===== config.mk =====
export PLATFORM = sky130hd
export DESIGN_NAME = exc_ctrl
export DESIGN_NICKNAME = d
export VERILOG_FILES = /design/src/rtl/exc_pkg.sv /design/src/rtl/sync_2ff.sv /design/src/rtl/exc_ctrl.sv
export SDC_FILE = /design/constraint.sdc
export NUM_CORES = 1
export LEC_CHECK = 0
export BUFFER_PORTS_ARGS = -buffer_cell sky130_fd_sc_hd__buf_2
export CORE_MARGIN = 2
export CORE_UTILIZATION = 40
export DETAILED_ROUTE_END_ITERATION = 7
export PLACE_DENSITY_LB_ADDON = 0.25
export RECOVER_POWER = 25
export SETUP_SLACK_MARGIN = 0.2
export SLEW_MARGIN = 25
export SYNTH_ARGS = -nofsm -noshare
export SYNTH_HDL_FRONTEND = slang
export SYNTH_SLANG_ARGS = --single-unit

===== constraint.sdc =====
create_clock -name clk -period 3.4 [get_ports clk]
set_input_delay 0.17 -clock clk [delete_from_list [all_inputs] [get_ports clk]]
set_output_delay 0.17 -clock clk [all_outputs]
set_load 0.01 [all_outputs]

===== src/rtl/exc_pkg.sv =====
// Shared types and encodings for the exception-entry/return sequencer and the
// CPSR/SPSR block it drives.
package exc_pkg;

  typedef enum logic [2:0] {IDLE, SAVE, MODE, LINK, VEC, RET} state_t;
  typedef enum logic [2:0] {NONE, FIQ, IRQ, UND, SVC} exc_t;

  localparam logic [2:0] WC_SPSR = 3'd0;
  localparam logic [2:0] WC_IRQ  = 3'd2;
  localparam logic [2:0] WC_FIQ  = 3'd3;
  localparam logic [2:0] WC_SVC  = 3'd4;
  localparam logic [2:0] WC_UND  = 3'd5;

  localparam logic [2:0] CM_NONE = 3'd0;
  localparam logic [2:0] CM_FIQ  = 3'd1;
  localparam logic [2:0] CM_IRQ  = 3'd2;
  localparam logic [2:0] CM_SVC  = 3'd3;
  localparam logic [2:0] CM_UND  = 3'd4;

  localparam logic [4:0] MODE_USR = 5'b10000;
  localparam logic [4:0] MODE_FIQ = 5'b10001;
  localparam logic [4:0] MODE_IRQ = 5'b10010;
  localparam logic [4:0] MODE_SVC = 5'b10011;
  localparam logic [4:0] MODE_UND = 5'b11011;

  function automatic logic [2:0] change_m_of(exc_t e);
    case (e)
      FIQ:     return CM_FIQ;
      IRQ:     return CM_IRQ;
      SVC:     return CM_SVC;
      UND:     return CM_UND;
      default: return CM_NONE;
    endcase
  endfunction

  function automatic logic [2:0] w_cpsr_of(exc_t e);
    case (e)
      FIQ:     return WC_FIQ;
      IRQ:     return WC_IRQ;
      SVC:     return WC_SVC;
      UND:     return WC_UND;
      default: return WC_SPSR;
    endcase
  endfunction

  // Interrupts return past the interrupted instruction; UND/SVC link to it.
  function automatic logic link_plus4(exc_t e);
    return (e == FIQ) || (e == IRQ);
  endfunction

endpackage


===== src/rtl/sync_2ff.sv =====
// Two-flop synchroniser for a single asynchronous level.
module sync_2ff (
  input  logic clk,
  input  logic rst,
  input  logic d,
  output logic q
);

  logic meta_p0;
  logic sync_p1;

  always_ff @(posedge clk or posedge rst) begin
    if (rst) begin
      meta_p0 <= 1'b0;
      sync_p1 <= 1'b0;
    end else begin
      meta_p0 <= d;
      sync_p1 <= meta_p0;
    end
  end

  assign q = sync_p1;

endmodule


===== src/rtl/exc_ctrl.sv =====
// Exception-entry/return sequencer: samples requests at instruction boundaries
// and steps the CPSR/SPSR block, banked LR and PC through entry or return.
module exc_ctrl
  import exc_pkg::*;
#(
  parameter logic [31:0] VEC_UND = 32'h0000_0004,
  parameter logic [31:0] VEC_SVC = 32'h0000_0008,
  parameter logic [31:0] VEC_IRQ = 32'h0000_0018,
  parameter logic [31:0] VEC_FIQ = 32'h0000_001C
) (
  input  logic        clk,
  input  logic        rst,
  input  logic        irq,
  input  logic        fiq,
  input  logic        und_req,
  input  logic        svc_req,
  input  logic        exc_ret,
  input  logic        instr_done,
  input  logic [31:0] ret_addr,
  input  logic [31:0] CPSR,
  output logic        W_SPSR_s,
  output logic [2:0]  W_CPSR_s,
  output logic        Write_SPSR,
  output logic        Write_CPSR,
  output logic [2:0]  Change_M,
  output logic        lr_we,
  output logic [31:0] lr_data,
  output logic        pc_load,
  output logic [31:0] pc_vec,
  output logic        stall,
  output logic        ret_err
);

  state_t      state_q, state_d;
  exc_t        exc_q, exc_d;
  logic        err_q, err_d;
  logic        take;
  logic [31:0] addr_q;
  logic        irq_s, fiq_s;
  logic        unused_cpsr;

  assign unused_cpsr = ^{CPSR[31:8], CPSR[5]};

  sync_2ff u_sync_irq (.clk(clk), .rst(rst), .d(irq), .q(irq_s));
  sync_2ff u_sync_fiq (.clk(clk), .rst(rst), .d(fiq), .q(fiq_s));

  function automatic logic [31:0] vec_of(exc_t e);
    case (e)
      FIQ:     return VEC_FIQ;
      IRQ:     return VEC_IRQ;
      SVC:     return VEC_SVC;
      UND:     return VEC_UND;
      default: return 32'h0;
    endcase
  endfunction

  always_ff @(posedge clk or posedge rst) begin
    if (rst) begin
      state_q <= IDLE;
      exc_q   <= NONE;
      err_q   <= 1'b0;
    end else begin
      state_q <= state_d;
      exc_q   <= exc_d;
      err_q   <= err_d;
    end
  end

  // Link address is pure data: captured on entry, never needs a reset value.
  always_ff @(posedge clk) begin
    if (take) addr_q <= ret_addr;
  end

  always_comb begin
    state_d = state_q;
    exc_d   = exc_q;
    err_d   = 1'b0;
    take    = 1'b0;
    case (state_q)
      IDLE: begin
        if (instr_done) begin
          if (exc_ret) begin
            if (CPSR[4:0] == MODE_USR) err_d = 1'b1;
            else                       state_d = RET;
          end else if (fiq_s && !CPSR[6]) begin
            state_d = SAVE; exc_d = FIQ; take = 1'b1;
          end else if (irq_s && !CPSR[7]) begin
            state_d = SAVE; exc_d = IRQ; take = 1'b1;
          end else if (und_req) begin
            state_d = SAVE; exc_d = UND; take = 1'b1;
          end else if (svc_req) begin
            state_d = SAVE; exc_d = SVC; take = 1'b1;
          end
        end
      end
      SAVE:    state_d = MODE;
      MODE:    state_d = LINK;
      LINK:    state_d = VEC;
      VEC:     state_d = IDLE;
      RET:     state_d = IDLE;
      default: state_d = IDLE;
    endcase
  end

  always_comb begin
    W_SPSR_s   = 1'b0;
    W_CPSR_s   = WC_SPSR;
    Write_SPSR = 1'b0;
    Write_CPSR = 1'b0;
    Change_M   = CM_NONE;
    lr_we      = 1'b0;
    lr_data    = 32'h0;
    pc_load    = 1'b0;
    pc_vec     = 32'h0;
    stall      = 1'b0;
    ret_err    = err_q;
    case (state_q)
      SAVE: begin
        stall      = 1'b1;
        Change_M   = change_m_of(exc_q);
        W_SPSR_s   = 1'b1;
        Write_SPSR = 1'b1;
      end
      MODE: begin
        stall      = 1'b1;
        Change_M   = change_m_of(exc_q);
        W_CPSR_s   = w_cpsr_of(exc_q);
        Write_CPSR = 1'b1;
      end
      LINK: begin
        stall   = 1'b1;
        lr_we   = 1'b1;
        lr_data = link_plus4(exc_q) ? addr_q + 32'd4 : addr_q;
      end
      VEC: begin
        stall   = 1'b1;
        pc_load = 1'b1;
        pc_vec  = vec_of(exc_q);
      end
      RET: begin
        stall      = 1'b1;
        Write_CPSR = 1'b1;
      end
      default: ;
    endcase
  end

endmodule


* Yosys cells after proc, flatten, opt, wreduce, memory -nomap -nowiden
Index checks and enable logic that the tools add are counted.
W data, S select, Z words.
** Storage, ports and cells
- Word-level logic and storage cells :: 71
- Flip-flop bits (word level) :: 43
- Output and inout bits :: 77
** Operators by class
- Add/sub/neg operators :: 1
- Reductions and logical operators :: 12
- Equality and inequality tests :: 13
- Muxes and demuxes :: 36
- Bitwise gates (word level) :: 1
** Operator list (count)
- $mux W32 :: 2
- $mux W3 :: 13
- $pmux W3 S4 :: 3
- $add A32 B3 Y32 const B :: 1
- $pmux W5 S4 :: 1
- $mux W1 :: 16
- $eq A3 B2 Y1 const B :: 4
- $eq A3 B3 Y1 const B :: 3
- $eq A3 B1 Y1 const B :: 2
- $ne A6 B6 Y1 const B :: 1
- $eq A5 B5 Y1 const B :: 1
- $mux W5 :: 1
- $reduce_or A5 Y1 :: 1
- $reduce_and A4 Y1 :: 1
- $reduce_bool A4 Y1 :: 1
- $reduce_or A2 Y1 :: 2
- $logic_not A3 Y1 :: 1
- $ne A3 B3 Y1 const B :: 1
- $reduce_and A3 Y1 :: 1
- $logic_and A1 B1 Y1 :: 2
- $logic_not A1 Y1 :: 2
- $ne A2 B2 Y1 const B :: 1
- $logic_or A1 B1 Y1 :: 1
- $not A1 Y1 :: 1

* Depth between registers and ports, before layout
- Depth in word-level cells :: 7
- Depth in mapped cells :: 7

* By module
A second synthesis with hierarchy kept.
** Second synthesis, totals
- Cell total of the unflattened synthesis :: 265
- Area total of the unflattened synthesis :: 2601.2 um^2
** Modules (own cells, without submodules)
- exc_ctrl :: cells each 259, sequential area each 1136.1 um^2, instances 1, area an instance 2493.6 um^2
- sync_2ff :: cells each 3, sequential area each 50.0 um^2, instances 2, area an instance 53.8 um^2

* Worst setup path before layout
Ideal clock, no wire load.
- Path kind :: reg-to-reg
- From :: register state_q[1]
- To :: register exc_q[2]
- Stages on the path, launching flop included :: 6
- Arrival time :: 2909 ps
- Library setup time :: 125 ps
- Period minus slack after synthesis :: 3034 ps
- Buffers on the path :: 1
- Path slack :: 366 ps
- Cells stage by stage :: dfrtp_1 > clkbuf_1 > nor2_1 > and3_1 > nor2b_1 > mux2_2
** On the way
- Longest elaborated chain between the ends :: 2
** Ends and longest elaborated chain
- start, declared :: RTL line exc_ctrl.sv:34 : state_t state_q, state_d;
- start signal, assigned :: RTL line exc_ctrl.sv:63 : state_q <= state_d;
- $logic_not A3 Y1 :: RTL line exc_ctrl.sv:79 : case (state_q)
- $reduce_and A4 Y1 (no source line)
- end signal, assigned :: RTL line exc_ctrl.sv:60 : exc_q <= NONE;
- end signal, assigned :: RTL line exc_ctrl.sv:64 : exc_q <= exc_d;
- end, declared :: RTL line exc_ctrl.sv:35 : exc_t exc_q, exc_d;
No other way between the ends.
A chain may end at the register's enable or synchronous reset.

* Worst setup path in the final report
- From :: register exc_q[2]
- To :: output port lr_data[27]
** On the way
- Longest elaborated chain between the ends :: 4
- Elaborated cells on any way between the ends :: 5
- Those cells by class :: 2 x eq/ne; 2 x mux; 1 x reduce/logical
** Ends and longest elaborated chain
- $eq A3 B1 Y1 / $eq A3 B2 Y1 (equally long branches) :: RTL line exc_pkg.sv:48 : return (e == FIQ) || (e == IRQ);
- $logic_or A1 B1 Y1 * :: RTL line exc_pkg.sv:48
- $mux W32 * :: RTL line exc_ctrl.sv:133 : lr_data = link_plus4(exc_q) ? addr_q + 32'd4 : addr_q;
- $mux W32 * :: RTL line exc_ctrl.sv:117 : case (state_q)
- end, declared :: RTL line exc_ctrl.sv:27 : output logic [31:0] lr_data,
Mark *: on every way between the ends. The rest lies on a longest branch, timed or not.

==> run metrics <==
outcome=finished clean; PortBufs=94; Switching Share=38.5%; Final period util=84.8%; Flop pwr share=40.7%; Die X-Extent=86.2 um; Leak=1.40 nW; power density over cell area=600 nW/um^2; num ports=149; Yosys warnings=0; vias in the first global route=2,141; WP data arrival=2.71 ns; Clock transition at path regs=0.08 ns; Req. time, crit path=3.23 ns; Worst slew margin=64.5%; Routability Congestion=0.817; RSZ-0062 raised after global routing=no; setup slack after layout=0.515 ns; Yosys top cell by area=edfxtp_1; Initial DRC Count=97; crit-path cells=nand4b_1 > or4_4 > or4_1 > a21oi_1 > buf_2; max incr delay on CP=0.68 ns; initial antenna violation count=0; max-cap violations=0; initial cell density of the core=41.9%; setup TNS=0 ns; dpl hpwl=4620 um; Yosys top cell area share=35.5%; worst hold slack=0.0464 ns; worst hold start=ret_addr[14]; main combinational cell family by area after synthesis=simple AND/OR/NAND/NOR gates; Synth Flop Type=edfxtp_1; Clk pwr share=21.1%; FFs w/ async S/R, synth=25.6%; mapped cell area=2700 um^2; Mean Syn Cell Area=9.62 um^2; Total GRT Usage=16.8%; max frequency=347 MHz; synthesized flop and latch total=43; HP Class=input pin to flop; Clock Latency Late Sink=0.29 ns; DR vias=2,352; critical path startpoint category=flop; mux cell area share after synthesis=0.787%; worst hold path stage count=1; final core occ=50.4%; Crit. Startpoint=exc_q[2]; Worst IR Drop VDD=317 uV; Synth Area in Compound Gates=12.0%; Fin. Hold Viols=0; Cells after Synth=281; ANT cells=0; CP max-delay cell=or4_4; Core ar.=6460 um^2; clock tree buffer depth=2; XOR/XNOR Fraction of Synth Area=4.91%; dpl ws=0.611 ns; number of synthesized flops with an enable pin=32; fin. max-slew vios=0; clock skew=0.00671 ns; maximum fanout along the worst path=19; critical path capture point type=primary output; layout cells sized above 1=29.6%; reg2reg path depth=4; internal power=1.20 mW; worst flop-to-flop path endpoint=addr_q[3]; crit path kind=flop to primary output; final setup fails=0; setup bufs post-CTS=0; post-synthesis sequential area ratio=45.7%; Clock Root Buffer=clkbuf_8; Logic pwr share=38.2%; CTS Buf Count=5; first-pass GRT wire length=9990 um; CTS tree=done; P_sw=0.752 mW; reg2reg setup slack=1.30 ns; Initial DRT Pass Iterations=4; RR Startpoint=state_q[1]; largest net degree at the start of global routing=28; WL final=6270 um; # DRC=0; final period demand of the worst path=2.88 ns; # rows=29; Post-layout nets=443; synth unique cells=41; Area contributors post-synth=edfxtp_1 36%, dfrtp_1 10%, buf_4 8.6%; simple-gate share of the synthesized area=24.0%; post-synthesis adder-cell area fraction=0.463%; clock tree sinks=43; total gr overflow=0; H-tree Lvls=2; Die ar.=7430 um^2; filler cell count in the final layout=632; Avg WL per Cell=14.0 um; DRT antenna net count=0; Die Ht=86.2 um; Worst-Margin Slew=0.533 ns; hold worst-path end=addr_q[14]; total power draw=1.95 mW; Vias/cell=5.25; area delta synth->final=20.4%
==> critical path: cells and delay by family, from the launching register on <==
kind / cells / cell delay [ns]
compound gates: 1 / 0.15
flops: 1 / 0.52
simple gates: 3 / 1.60
buf+inv: 1 / 0.15
==> cells in the final DEF, fill, tap and decap left out, types with 9 or more instances in the layout <==
| cell | n |
|---|---|
| a21oi_1 | 23 |
| or4_1 | 10 |
| nand4_1 | 11 |
| dfrtp_1 | 11 |
| or3_1 | 10 |
| buf_2 | 94 |
| nor2_1 | 23 |
| conb_1 | 29 |
| o31ai_1 | 10 |
| nand2_1 | 16 |
| edfxtp_1 | 32 |
| and3_1 | 9 |
| xnor2_1 | 10 |
==> sequential cells by signal, summed over array words and instances (netlist names) <==
register,count
state_q,3
u_sync_irq.meta_p0,1
u_sync_irq.q,1
ret_err,1
u_sync_fiq.q,1
u_sync_fiq.meta_p0,1
exc_q,3
addr_q,32
==> routing by layer <==
metal | GRT usage [%] | vias to the layer above | part of all wire, %
met4 | 5.54 | 0 | 1.6
li1 | - | 1167 | -
met5 | 0 | - | 0
met2 | 26.6 | 108 | 47
met3 | 3.71 | 9 | 7.3
met1 | 23.1 | 1068 | 44
==> how the worst max path moves through the flow <==
| stage | to |
|---|---|
| 3_5_place_dp | lr_data[31] |
| 6_report | lr_data[27] |
| 3_3_place_gp | lr_data[27] |
| 4_1_cts | lr_data[27] |
| 5_1_grt | lr_data[27] |
| 2_1_floorplan | exc_q[2] |
==> stage by stage <==
step	cells	area, um^2
after global placement	437	3100
final	448	3250
after detailed placement	437	3100
after floorplan	309	2810
after CTS	448	3250
after global routing	448	3250
==> synth_stat cells, drive strengths merged, types with 3 or more instances <==
| library cell | count |
|---|---|
| o41ai | 3 |
| dfrtp | 11 |
| or4 | 11 |
| xnor2 | 11 |
| buf | 34 |
| nand3 | 6 |
| nor3 | 6 |
| nor4 | 3 |
| clkbuf | 11 |
| nor2 | 23 |
| o31ai | 10 |
| and4 | 3 |
| edfxtp | 32 |
| and3 | 9 |
| and2 | 4 |
| nand2 | 16 |
| o21ai | 8 |
| nand4 | 11 |
| inv | 8 |
| a21oi | 23 |
| o311ai | 3 |
| nor2b | 3 |
| or3 | 10 |
==> area by class of cell <==
class	instances	area [um^2]	share of cell area (%)
Tap cell	77	96.3	2.96
Inverter	8	30.0	0.923
Clock buffer	6	82.6	2.54
Sequential cell	43	1240	38.0
Clock inverter	2	35.0	1.08
Timing Repair Buffer	99	515	15.8
Multi-Input combinational cell	213	1260	38.7
==> cell families after synthesis <==
family / count (synthesis)
fa+ha+maj: 1
other cells: 1
simple gates: 116
compound gates: 52
mux: 2
xor+xnor: 13
buf+inv: 53
flops: 43
==> power by group through the flow <==
stage | Sequential [mW] | Clock (mW) | Combinational (mW)
after floorplan | 0.701 | 0 | 0.638
after global placement | 0.800 | 0 | 0.739
after detailed placement | 0.805 | 0 | 0.750
after CTS | 0.794 | 0.425 | 0.756
after global routing | 0.818 | 0.442 | 0.837
final | 0.796 | 0.412 | 0.746
==> timing repair <==
action                                 CTS  global route
setup endpoints to repair                0             5
gates resized for setup                  0             1
hold buffers                             3             0
endpoints found under the hold margin   13             0
Power figures use the tool's default switching activity.
